## src/rtl/idt_pkg.sv

```systemverilog
// idt_pkg: shared FSM state encoding, LFSR tap offsets and MISR polynomial for the equivalence monitor.
package idt_pkg;
  typedef enum logic [1:0] {IDLE = 2'd0, RUN = 2'd1, DRAIN = 2'd2, DONE = 2'd3} state_t;
  // taps are offsets below IN_W: feedback = cur[IN_W-1]^cur[IN_W-2]^cur[IN_W-4]^cur[IN_W-5]
  localparam int TAP_A = 1;
  localparam int TAP_B = 2;
  localparam int TAP_C = 4;
  localparam int TAP_D = 5;
  // feedback bits 31, 21, 1 and 0
  localparam logic [31:0] MISR_POLY = 32'h8020_0003;
endpackage

```

## src/rtl/idt_misr.sv

```systemverilog
// idt_misr: folds an OUT_W-bit response into 32 bits and compacts it into a 32-bit MISR signature.
module idt_misr
  import idt_pkg::*;
#(
  parameter int OUT_W = 319
) (
  input  logic             clk,
  input  logic             rst,
  input  logic             clr,
  input  logic             en,
  input  logic [OUT_W-1:0] y,
  output logic [31:0]      sig
);
  localparam int NS = (OUT_W + 31) / 32;
  logic [NS*32-1:0] ypad;
  logic [31:0] fold;
  assign ypad = (NS*32)'(y);
  always_comb begin
    fold = '0;
    for (int i = 0; i < NS; i++) fold = fold ^ ypad[i*32 +: 32];
  end
  always_ff @(posedge clk or posedge rst)
    if (rst) sig <= '0;
    else if (clr) sig <= '0;
    else if (en) sig <= {sig[30:0], ^(sig & MISR_POLY)} ^ fold;
endmodule

```

## src/rtl/idt_equiv_monitor.sv

```systemverilog
// idt_equiv_monitor: drives shared stimulus to a reference and a synthesized DUT and scores their outputs.
// Define IDT_MISR_EN to add 32-bit output signatures; otherwise sig_ref/sig_dut are tied to 0.
module idt_equiv_monitor
  import idt_pkg::*;
#(
  parameter int IN_W    = 256,
  parameter int OUT_W   = 319,
  parameter int NUM_VEC = 21,
  parameter int LAT     = 0,
  parameter int SEED    = 1,
  parameter int CNT_W   = $clog2(NUM_VEC + 1)
) (
  input  logic             clk,
  input  logic             rst,
  input  logic             start,
  output logic [IN_W-1:0]  stim,
  output logic             stim_valid,
  input  logic [OUT_W-1:0] y_ref,
  input  logic [OUT_W-1:0] y_dut,
  output logic             busy,
  output logic             done,
  output logic             pass,
  output logic [CNT_W-1:0] mismatch_cnt,
  output logic [CNT_W-1:0] first_fail_idx,
  output logic             first_fail_valid,
  output logic [31:0]      sig_ref,
  output logic [31:0]      sig_dut
);
  localparam logic [IN_W-1:0] SEED_V = (SEED == 0) ? IN_W'(1) : IN_W'(SEED);
  state_t state, nxt;
  logic [CNT_W-1:0] k, score_i;
  logic [3:0] dcnt;
  logic [IN_W-1:0] lfsr, lfsr_nxt;
  logic go, last, score_v, mis;
  assign go = start && (state == IDLE || state == DONE);
  assign last = k == CNT_W'(NUM_VEC - 1);
  assign mis = y_ref != y_dut;
  assign lfsr_nxt = {lfsr[IN_W-2:0],
                     lfsr[IN_W-TAP_A] ^ lfsr[IN_W-TAP_B] ^ lfsr[IN_W-TAP_C] ^ lfsr[IN_W-TAP_D]};
  always_ff @(posedge clk or posedge rst)
    if (rst) state <= IDLE;
    else state <= nxt;
  always_comb begin
    nxt = state;
    if (go) nxt = RUN;
    else if (state == RUN && last) nxt = (LAT == 0) ? DONE : DRAIN;
    else if (state == DRAIN && dcnt == 4'(LAT - 1)) nxt = DONE;
  end
  always_comb begin
    stim_valid = state == RUN;
    busy = state == RUN || state == DRAIN;
    done = state == DONE;
    pass = done && mismatch_cnt == '0;
  end
  // stim is loaded one cycle ahead so vector k is on the bus in RUN cycle k and holds through DRAIN
  always_ff @(posedge clk or posedge rst)
    if (rst) begin
      k <= '0;
      dcnt <= '0;
      stim <= '0;
      lfsr <= SEED_V;
      mismatch_cnt <= '0;
      first_fail_idx <= '0;
      first_fail_valid <= 1'b0;
    end else if (go) begin
      k <= '0;
      dcnt <= '0;
      stim <= '0;
      lfsr <= SEED_V;
      mismatch_cnt <= '0;
      first_fail_idx <= '0;
      first_fail_valid <= 1'b0;
    end else begin
      if (state == RUN && !last) begin
        k <= k + 1'b1;
        stim <= lfsr;
        lfsr <= lfsr_nxt;
      end
      if (state == DRAIN) dcnt <= dcnt + 4'd1;
      if (score_v && mis) begin
        if (mismatch_cnt != '1) mismatch_cnt <= mismatch_cnt + 1'b1;
        if (!first_fail_valid) begin
          first_fail_idx <= score_i;
          first_fail_valid <= 1'b1;
        end
      end
    end
  generate
    if (LAT > 0) begin : g_pipe
      logic [LAT-1:0] vp;
      logic [LAT-1:0][CNT_W-1:0] ip;
      always_ff @(posedge clk or posedge rst)
        if (rst) begin
          vp <= '0;
          ip <= '0;
        end else begin
          vp[0] <= stim_valid;
          ip[0] <= k;
          for (int i = 1; i < LAT; i++) begin
            vp[i] <= vp[i-1];
            ip[i] <= ip[i-1];
          end
        end
      assign score_v = vp[LAT-1];
      assign score_i = ip[LAT-1];
    end else begin : g_nopipe
      assign score_v = stim_valid;
      assign score_i = k;
    end
  endgenerate
`ifdef IDT_MISR_EN
  idt_misr #(.OUT_W(OUT_W)) u_misr_ref (.clk(clk), .rst(rst), .clr(go), .en(score_v), .y(y_ref), .sig(sig_ref));
  idt_misr #(.OUT_W(OUT_W)) u_misr_dut (.clk(clk), .rst(rst), .clr(go), .en(score_v), .y(y_dut), .sig(sig_dut));
`else
  assign sig_ref = '0;
  assign sig_dut = '0;
`endif
endmodule

```

## config.mk

```make
export PLATFORM = sky130hd
export DESIGN_NAME = idt_equiv_monitor
export DESIGN_NICKNAME = d
export VERILOG_FILES = /design/src/rtl/idt_pkg.sv /design/src/rtl/idt_misr.sv /design/src/rtl/idt_equiv_monitor.sv
export SDC_FILE = /design/constraint.sdc
export NUM_CORES = 1
export LEC_CHECK = 0
export CAP_MARGIN = 20
export CORE_AREA = 2 2 376 378
export DETAILED_ROUTE_END_ITERATION = 8
export DIE_AREA = 0 0 378 380
export PLACE_DENSITY = 0.36
export SETUP_SLACK_MARGIN = 0.15
export SKIP_CTS_REPAIR_TIMING = 1
export SLEW_MARGIN = 10
export SYNTH_ARGS = -nofsm -noshare
export SYNTH_HDL_FRONTEND = slang
export SYNTH_SLANG_ARGS = --single-unit
```

## constraint.sdc

```tcl
create_clock -name clk -period 14.3 [get_ports clk]
set_input_delay 4.29 -clock clk [delete_from_list [all_inputs] [get_ports clk]]
set_output_delay 4.29 -clock clk [all_outputs]
set_load 0.1 [all_outputs]
```

==> flow_summary_export.csv, run 1 <==
group,metric,value,unit
status,status,"completed",
routing,drt_iter0_markers,1358,
finish,drive_gt1_share,3.75,%
grt,use_met3,4.82,%
power_and_ir_drop,peakVddDrop,0.126,mV
worst_setup_path,crit_chain,"clkdlybuf4s50_1 -> xnor2_1 -> nand4_1 -> nor4_1 -> nand4_1 -> nor4_1 -> a21oi_1 -> nand2b_1 -> mux2i_1",
power_and_ir_drop,clkPwrFrac,19.2,%
worst_setup_path,cp_max_fo,5,
min_path,min_path_type,"reg -> reg",
power_and_ir_drop,power_frac_comb,58.2,%
timing,hold_viol,0,
grt,overflow,0,
placed_design,post-dp-hpwl,134,mm
power_and_ir_drop,total_power,5.41,mW
worst_setup_path,critical_path.top_delay_family,"simple AND/OR/NAND/NOR gates",
synthesis,avgSynthCellArea,8.57,sq um
run,drv_cap,0,
finish,final-seq-area,0.00698,sq mm
grt,grtUsageMet2,35.0,%
worst_setup_path,crit_buf_inv,1,
floorplanning,die_area,0.144,sq mm
timing,skew,0.0259,ns
routing,firstDrtPassIters,5,
placed_design,routabilityCongestion,1.03,
worst_setup_path,critical_path_arrival,8.26,ns
cts,htree_levels,2,
finish,nNetsFinal,3265,
timing,tightest_slew,1.20,ns
grt,gr-max-usage-layer,"met2",
grt,grt_max_degree,153,
power_and_ir_drop,power_density,195,mW/mm^2
synthesis,yosys_register_bits,279,
floorplanning,die_h,380,microns
power_and_ir_drop,p_sw,3.07,mW
finish,fill_cells,15633,
timing,setup_viol,0,
synthesis,yosys_warnings,0,
floorplanning,core_area,0.139,sq mm
timing,clock.fmax,129,MHz
floorplanning,core.rowCount,137,
routing,wirelength,154,mm
cts,cts_buffers,40,
cts,clk_latency,0.59,ns
worst_setup_path,start_kind,"input port",
finish,multiInputGateArea,0.00753,sq mm
worst_setup_path,crit_path_top_delay_cell,"nor4_1",
routing,drc,0,
routing,ant_nets,0,
floorplanning,io_pins,976,
power_and_ir_drop,seqPwrFrac,22.6,%
worst_setup_path,slowest_delay,0.80,ns
cts,cts-root-buf,"clkbuf_16",
synthesis,synth.yosys.seq_area_share,40.9,%
timing,min_period,7.77,ns
routing,via_per_inst,3.68,
cts,cts.clk_slew.worst_paths,0.06,ns
synthesis,netlist_instances,1991,
synthesis,synth_area_leaders,"dfrtp_1 41%, xnor2_1 15%, buf_4 14%",
power_and_ir_drop,power_leakage,10.2,nW
worst_setup_path,setup.worst_path.end_class,"flop",
timing,slew_violations,0,
routing,drt-wirelength-per-cell,33.8,microns
timing,slew_headroom,19.8,%
placed_design,io_buffers,911,
timing,rsz0062_at_grt,"no",
synthesis,synth_area,0.0171,sq mm
grt,track_usage,20.8,%
routing,vias,16786,
synthesis,yosys.cell_types.count,35,
cts,tritoncts,"done",
grt,grt_pass1_wl,191,mm
cts,cts_sinks,279,
finish,area_delta_synth_final,62.3,%
grt,grt_pass1_vias,16522,
power_and_ir_drop,p_sw_share,56.6,%
timing,tns,0,ns
worst_setup_path,required,14.79,ns
synthesis,yosysTopAreaCell,"dfrtp_1",
worst_setup_path,crit_type,"in -> reg",
grt,met1_usage,24.7,%
synthesis,synth_top_area_share,40.8,%
floorplanning,die_w,378,microns
timing,finalCritPeriodShare,54.3,%
power_and_ir_drop,p_int,2.35,mW
cts,clock_path_buffers,3,
floorplanning,initial_core_util,12.3,%
grt,antenna_found_initial,129,
## layout by cell type, fill, tap and decap left out, types with 6 or more instances in the layout
master           count
dfrtp_1            278
clkdlybuf4s50_1    899
xnor2_1            290
clkbuf_1             8
nor4_1              26
buf_4               23
diode_2             45
ha_1                 9
clkbuf_8             8
nor2_1              13
clkbuf_16           40
nand4_1             79
xor2_1              31
mux2i_1             11
buf_12               6
inv_1               16
conb_1              64
nand2_1            539
a21oi_1            258
## worst min-delay path: cells and delay by family (launching register included)
kind	cells	cell delay, ns
compound gates	1	0.05
simple gates	1	0.05
flops	1	0.37
## final timing paths
path	startpoint	endpoint	slack (ns)	cells after the start
worst min register to register	lfsr[0]	stim[0]	0.50	2
worst max-delay path	y_dut[122]	mismatch_cnt[4]	6.53	9
max in group asynchronous	rst	stim[1]	7.87	4
min in group asynchronous	rst	stim[173]	4.22	2
worst min-delay path	lfsr[0]	stim[0]	0.50	2
worst max register to register	k[0]	stim[96]	10.78	8
## layer usage
metal | routed length (microns) | share of wire [%]
met1 | 59900 | 39
met2 | 75900 | 49
met3 | 11900 | 7.7
met4 | 6610 | 4.3
met5 | 92 | 0.060
## cell type report
class	instances	share of cell area, %
Tap cell	1876	8.48
Inverter	17	0.258
Clock buffer	56	4.12
Timing Repair Buffer	928	33.6
Clock inverter	13	0.746
Multi-Input combinational cell	1349	27.2
Antenna cell	45	0.407
Sequential cell	279	25.2
## cell usage after synthesis
master    instances
nor4_1           27
and3_1            1
nand2b_1          3
buf_4           319
a21oi_1         258
nor2_1           13
mux2i_1          11
dfstp_2           1
and2_1            2
a22o_1            2
nand3b_1          1
o22ai_1           2
nor2b_1           3
clkbuf_1         85
o221ai_1          2
ha_1              9
or3b_2            1
nand3_1           2
nand4_1          79
o21ai_0           1
nand4b_1          1
xor2_1           31
nor4_2            1
nor2b_4           1
dfrtp_1         278
and4b_1           1
a2111o_1          1
or3_1             1
nand2_1         540
buf_6             1
buf_1             4
xnor2_1         290
inv_1            17
conb_1            1
o211ai_1          1
## kinds of logic (layout without fill, tap and decap cells)
logic type / count (synthesis) / count (layout) / share of synthesized area (%)
flops: 279 / 279 / 40.9
mux: 11 / 11 / 0.645
buf+inv: 426 / 1014 / 16.4
xor+xnor: 321 / 321 / 16.5
fa+ha+maj: 9 / 9 / 0.660
compound gates: 267 / 267 / 7.99
other cells: 1 / 109 / 0.0220
simple gates: 677 / 677 / 16.8
## per-stage QoR
step / std cells / util, % / hold WS, ns / instance area [sq um] / setup slack, ns
final: 4563 / 19.9 / 0.500 / 27700 / 6.53
after global routing: 4547 / 19.9 / 0.525 / 27600 / 6.69
after CTS: 4518 / 19.8 / 0.503 / 27600 / 6.74
after detailed placement: 4449 / 18.8 / 0.495 / 26200 / 6.14
after global placement: 4444 / 18.8 / 0.496 / 26100 / 6.19
after floorplan: 2054 / - / 0.478 / 17300 / 2.32
## flip-flops by register name, indices dropped and copies added, names as in the netlist
signal            cells
stim                256
k                     5
first_fail_valid      1
dcnt                  4
first_fail_idx        5
mismatch_cnt          5
lfsr                  1
state                 2
## power groups by stage
stage	Combinational, mW	Clock, mW	Sequential (mW)
2_1_floorplan	2.39	0	1.26
3_3_place_gp	3.16	0	1.23
3_5_place_dp	3.18	0	1.24
4_1_cts	3.18	1.09	1.23
5_1_grt	3.26	1.11	1.26
6_report	3.15	1.04	1.22
No activity file was read; power rests on OpenSTA's default activity.
==> inputs of run 2 (changes only) <==
Clock period 14.3 ns to 7.61 ns, I/O delays scaled along.
==> run 2 against run 1 <==
  * Count of clock-buffer cells in the layout increased by 1
  * Total power increased by 90%
  * Largest cell class unchanged
  * Final cell count decreased by 0.28%
  * Utilization about the same
  * Critical endpoint is now mismatch_cnt[1]
  * Via count decreased by 1.7%
  * Clock power increased by 88%
==> flow_summary_export.csv, run 2 (synthesis gave the netlist of run 1 again) <==
group,metric,value,unit
cts,cts_sinks,279,
routing,ant_nets,0,
placed_design,routabilityCongestion,1.04,
power_and_ir_drop,power_density,371,mW/mm^2
timing,skew,0.0452,ns
grt,grt_max_degree,144,
worst_setup_path,crit_start,"y_ref[8]",
cts,cts_buffers,39,
power_and_ir_drop,peakVddDrop,0.284,mV
routing,vias,16506,
worst_setup_path,cp_max_fo,5,
finish,final_util,19.9,%
worst_setup_path,setup.worst_path.end_class,"flop",
floorplanning,initial_core_util,12.3,%
grt,overflow,0,
timing,min_period,5.65,ns
timing,slew_headroom,21.1,%
worst_setup_path,start_kind,"input port",
timing,clock.fmax,177,MHz
routing,drt-wirelength-per-cell,35.3,microns
status,status,"completed",
grt,antenna_found_initial,102,
floorplanning,die_area,0.144,sq mm
timing,slew_violations,0,
routing,drc,0,
finish,final_cell_mix,"878 x clkdlybuf4s50_1, 539 x nand2_1, 290 x xnor2_1",
grt,track_usage,21.6,%
power_and_ir_drop,power_leakage,10.3,nW
finish,largest_reg_flops,256,
floorplanning,core_area,0.139,sq mm
timing,setup_viol,0,
worst_setup_path,critical_path_arrival,6.11,ns
floorplanning,die_h,380,microns
worst_setup_path,crit_path_top_delay_cell,"clkdlybuf4s50_1",
routing,drt_iter0_markers,1356,
routing,wirelength,161,mm
routing,firstDrtPassIters,5,
worst_setup_path,crit_type,"in -> reg",
timing,hold_viol,0,
timing,tightest_slew,1.18,ns
finish,final_common_cell,"clkdlybuf4s50_1",
finish,fill_cells,15568,
cts,clock_path_buffers,3,
min_path,worstHoldStart,"lfsr[0]",
floorplanning,io_pins,976,
worst_setup_path,required,8.07,ns
grt,grt_pass1_vias,16550,
timing,finalCritPeriodShare,74.2,%
cts,cts-root-buf,"clkbuf_16",
cts,cts.clk_slew.worst_paths,0.05,ns
placed_design,post-dp-hpwl,140,mm
worst_setup_path,slowest_delay,0.95,ns
floorplanning,die_w,378,microns
run,drv_cap,0,
cts,clk_latency,0.58,ns
placed_design,io_buffers,911,
finish,nNetsFinal,3266,
routing,via_per_inst,3.63,
finish,area_delta_synth_final,62.4,%
cts,htree_levels,2,
cts,tritoncts,"done",
worst_setup_path,crit_chain,"clkdlybuf4s50_1 -> xnor2_1 -> nand4_1 -> nor4_1 -> nand4_1 -> nor4_1 -> buf_4 -> a21oi_1 -> nand2b_1 -> mux2i_1",
finish,drive_gt1_share,4.72,%
finish,regMostFlops,"stim",
timing,tns,0,ns
min_path,min_path_type,"reg -> reg",
grt,grt_pass1_wl,198,mm
worst_setup_path,rr_startpoint,"k[0]",
floorplanning,core.rowCount,137,
timing,rsz0062_at_grt,"no",
## run 2: cell count changes in the layout (fill, tap and decap cells not counted)
cell | before | now
buf_12 | 6 | 13
buf_4 | 23 | 39
clkbuf_16 | 40 | 39
clkbuf_8 | 8 | 10
clkdlybuf4s50_1 | 899 | 878
clkinv_16 | 1 | 2
clkinv_2 | 3 | 5
clkinvlp_4 | 0 | 2
diode_2 | 45 | 27
inv_16 | 1 | 0
inv_6 | 3 | 1
## run 2: layout make-up
type                            instances  area, sq um  area share, %
Antenna cell                           27         67.6          0.244
Inverter                               17         67.6          0.244
Timing Repair Buffer                  930         9340           33.7
Clock buffer                           57         1140           4.13
Multi-Input combinational cell       1349         7530           27.2
Clock inverter                         15          228          0.822
Sequential cell                       279         6980           25.2
Tap cell                             1876         2350           8.47
## run 2: metrics by stage
stage / total power, mW / hold slack (ns) / cells / setup slack, ns / area, sq um
5_1_grt: 10.7 / 0.521 / 4540 / 1.77 / 27700
6_report: 10.3 / 0.505 / 4550 / 1.96 / 27700
3_3_place_gp: 8.37 / 0.499 / 4443 / 1.51 / 26100
2_1_floorplan: 6.86 / 0.478 / 2054 / 1.63 / 17300
4_1_cts: 10.4 / 0.510 / 4523 / 1.98 / 27600
3_5_place_dp: 8.40 / 0.502 / 4451 / 1.41 / 26300
## run 2: metal layers
| layer | up-vias | GRT usage [%] | part of all wire (%) |
|---|---|---|---|
| met5 | - | 0 | 0.035 |
| met4 | 8 | 11.0 | 5.7 |
| met3 | 281 | 3.48 | 5.3 |
| met2 | 786 | 36.9 | 49 |
| met1 | 8064 | 26.1 | 40 |
| li1 | 7367 | - | - |
## run 2: path summary, 6_finish.rpt
path | end | slack [ns] | cells after the start
max | mismatch_cnt[1] | 1.96 | 10
min | lfsr[0] | 0.50 | 2
max reg2reg | stim[44] | 4.72 | 7
min reg2reg | lfsr[0] | 0.50 | 2
max in group asynchronous | stim[0] | 4.16 | 3
min in group asynchronous | stim[169] | 2.18 | 2
## run 2: worst max-delay path: cells and delay by family
| family | cells | cell delay (ns) |
|---|---|---|
| AOI/OAI and AO/OA | 1 | 0.15 |
| xor gates and xnor gates | 1 | 0.19 |
| buffers and inverters | 2 | 1.19 |
| muxes | 1 | 0.21 |
| and+or+nand+nor | 5 | 2.06 |
## run 2: power by group
| part | internal, mW | switching [mW] | total [mW] |
|---|---|---|---|
| combinational | 1.35 | 4.66 | 6.01 |
| clock | 1.16 | 0.790 | 1.95 |
| sequential | 1.90 | 0.412 | 2.32 |
==> inputs of run 3 (changes only) <==
Clock period 7.61 ns to 5.7 ns, I/O delays scaled along.
==> run 3 against run 2 <==
  * Setup slack got worse by 1.0 ns
  * Largest cell class unchanged
  * Worst hold slack got worse by 0.00072 ns
  * Die area did not move
  * Count of clock-buffer cells in the layout rose by 2
  * Highest routed layer unchanged
  * Via count rose by 1.8%
==> flow_summary_export.csv, run 3 (synthesis gave the netlist of run 1 again) <==
group,metric,value,unit
cts,cts.clk_slew.worst_paths,0.06,ns
cts,cts_buffers,40,
routing,ant_nets,0,
finish,final_cell_area,0.0278,sq mm
placed_design,routabilityCongestion,1.18,
timing,skew,0.0281,ns
routing,vias,16805,
power_and_ir_drop,p_sw,7.69,mW
power_and_ir_drop,peakVddDrop,0.285,mV
routing,wl_met3,13.0,mm
cts,htree_levels,2,
floorplanning,die_area,0.144,sq mm
cts,clock_path_buffers,3,
routing,via_per_inst,3.66,
grt,grt_pass1_wl,188,mm
routing,drt_iter0_markers,1580,
worst_setup_path,cp_max_fo,5,
floorplanning,core.rowCount,137,
finish,final-seq-area,0.00698,sq mm
power_and_ir_drop,p_int,5.82,mW
floorplanning,core_area,0.139,sq mm
cts,clk_latency,0.59,ns
finish,final_util,20.0,%
finish,fill_cells,15532,
min_path,min_path_type,"reg -> reg",
timing,hold_viol,0,
cts,cts_sinks,279,
worst_setup_path,required,6.20,ns
cts,tritoncts,"done",
cts,cts-root-buf,"clkbuf_16",
finish,drive_gt1_share,4.34,%
worst_setup_path,critical_path_arrival,5.25,ns
timing,min_period,4.75,ns
routing,firstDrtPassIters,5,
worst_setup_path,crit_path_top_delay_cell,"nor4_1",
power_and_ir_drop,p_sw_share,56.9,%
power_and_ir_drop,total_power,13.5,mW
power_and_ir_drop,seqPwrFrac,22.8,%
worst_setup_path,start_kind,"input port",
floorplanning,io_pins,976,
grt,grt_pass1_vias,16390,
grt,overflow,0,
routing,wl_met1,59.7,mm
timing,hold_ws,0.504,ns
power_and_ir_drop,clkPwrFrac,19.0,%
worst_setup_path,slowest_delay,1.07,ns
routing,wirelength,153,mm
finish,final_cell_mix,"892 x clkdlybuf4s50_1, 539 x nand2_1, 290 x xnor2_1",
timing,finalCritPeriodShare,83.3,%
placed_design,placed_area,0.0263,sq mm
worst_setup_path,crit_chain,"clkdlybuf4s50_1 -> xnor2_1 -> nand4_1 -> nor4_1 -> nand4_1 -> nor4_1 -> buf_4 -> a21oi_1 -> nand2b_1 -> mux2i_1",
grt,track_usage,20.5,%
worst_setup_path,setup.worst_path.end_class,"flop",
finish,regMostFlops,"stim",
power_and_ir_drop,power_frac_comb,58.2,%
finish,multiInputGateArea,0.00753,sq mm
timing,clock.fmax,211,MHz
routing,drt-wirelength-per-cell,33.3,microns
placed_design,post-dp-hpwl,132,mm
status,status,"completed",
timing,tns,0,ns
finish,area_delta_synth_final,62.8,%
power_and_ir_drop,power_leakage,10.2,nW
timing,setup_viol,0,
grt,antenna_found_initial,156,
floorplanning,die_w,378,microns
placed_design,io_buffers,911,
timing,tightest_slew,1.24,ns
finish,largest_reg_flops,256,
power_and_ir_drop,power_density,486,mW/mm^2
floorplanning,initial_core_util,12.3,%
timing,slew_headroom,16.4,%
routing,met2_length,72.0,mm
finish,final_common_cell,"clkdlybuf4s50_1",
grt,grt_max_degree,132,
worst_setup_path,crit_type,"in -> reg",
timing,rsz0062_at_grt,"no",
timing,slew_violations,0,
finish,nNetsFinal,3270,
floorplanning,die_h,380,microns
routing,drc,0,
routing,top_layer,"met5",
run,drv_cap,0,
-- run 3: cell types whose count changed in the layout (fill, tap and decap cells not counted), sizes merged --
| cell | before | now |
|---|---|---|
| bufinv | 3 | 1 |
| buf | 52 | 41 |
| clkdlybuf4s50 | 878 | 892 |
| diode | 27 | 58 |
| inv | 18 | 21 |
| clkinvlp | 2 | 1 |
| clkbuf | 57 | 59 |
-- run 3: final timing paths --
path	from	depth (start not counted)	endpoint	slack, ns
worst max-delay path	y_ref[89]	10	mismatch_cnt[4]	0.95
worst min-delay path	lfsr[0]	2	lfsr[0]	0.50
worst max register to register	k[0]	7	stim[182]	3.15
worst min register to register	lfsr[0]	2	lfsr[0]	0.50
max in group asynchronous	rst	3	stim[9]	3.03
min in group asynchronous	rst	2	stim[169]	1.60
-- run 3: worst max-delay path, delay by kind of cell --
kind	cells	cell delay (ns)
buf+inv	2	0.75
simple gates	5	2.18
compound gates	1	0.14
mux	1	0.21
xor+xnor	1	0.25
-- run 3: layout make-up --
cell class / count / share of cell area [%]
multi-input cells: 1349 / 27.1
flip-flops and latches: 279 / 25.1
clock inverters: 15 / 0.559
inverters: 17 / 0.243
well taps: 1876 / 8.45
repair buffers: 933 / 33.7
clock buffers: 59 / 4.23
diodes: 58 / 0.522
-- run 3: routing by layer --
| layer | vias to the layer above | global-route usage (%) |
|---|---|---|
| li1 | 7416 | - |
| met1 | 8176 | 24.1 |
| met2 | 912 | 32.8 |
| met3 | 281 | 6.03 |
| met4 | 20 | 11.9 |
| met5 | - | 0 |
-- run 3: power by group through the flow --
stage	clock network, mW	logic, mW	registers (mW)
final	2.56	7.86	3.08
after global routing	2.74	8.13	3.18
after CTS	2.67	7.94	3.09
after detailed placement	0	7.93	3.12
after global placement	0	7.93	3.11
after floorplan	0	6.00	3.15
-- run 3: through the flow --
step                worst slack, ns  std cells
finish                        0.949       4586
global route                  0.894       4566
CTS                            1.10       4528
detailed placement            0.481       4454
global placement              0.295       4452
floorplan                     0.297       2054
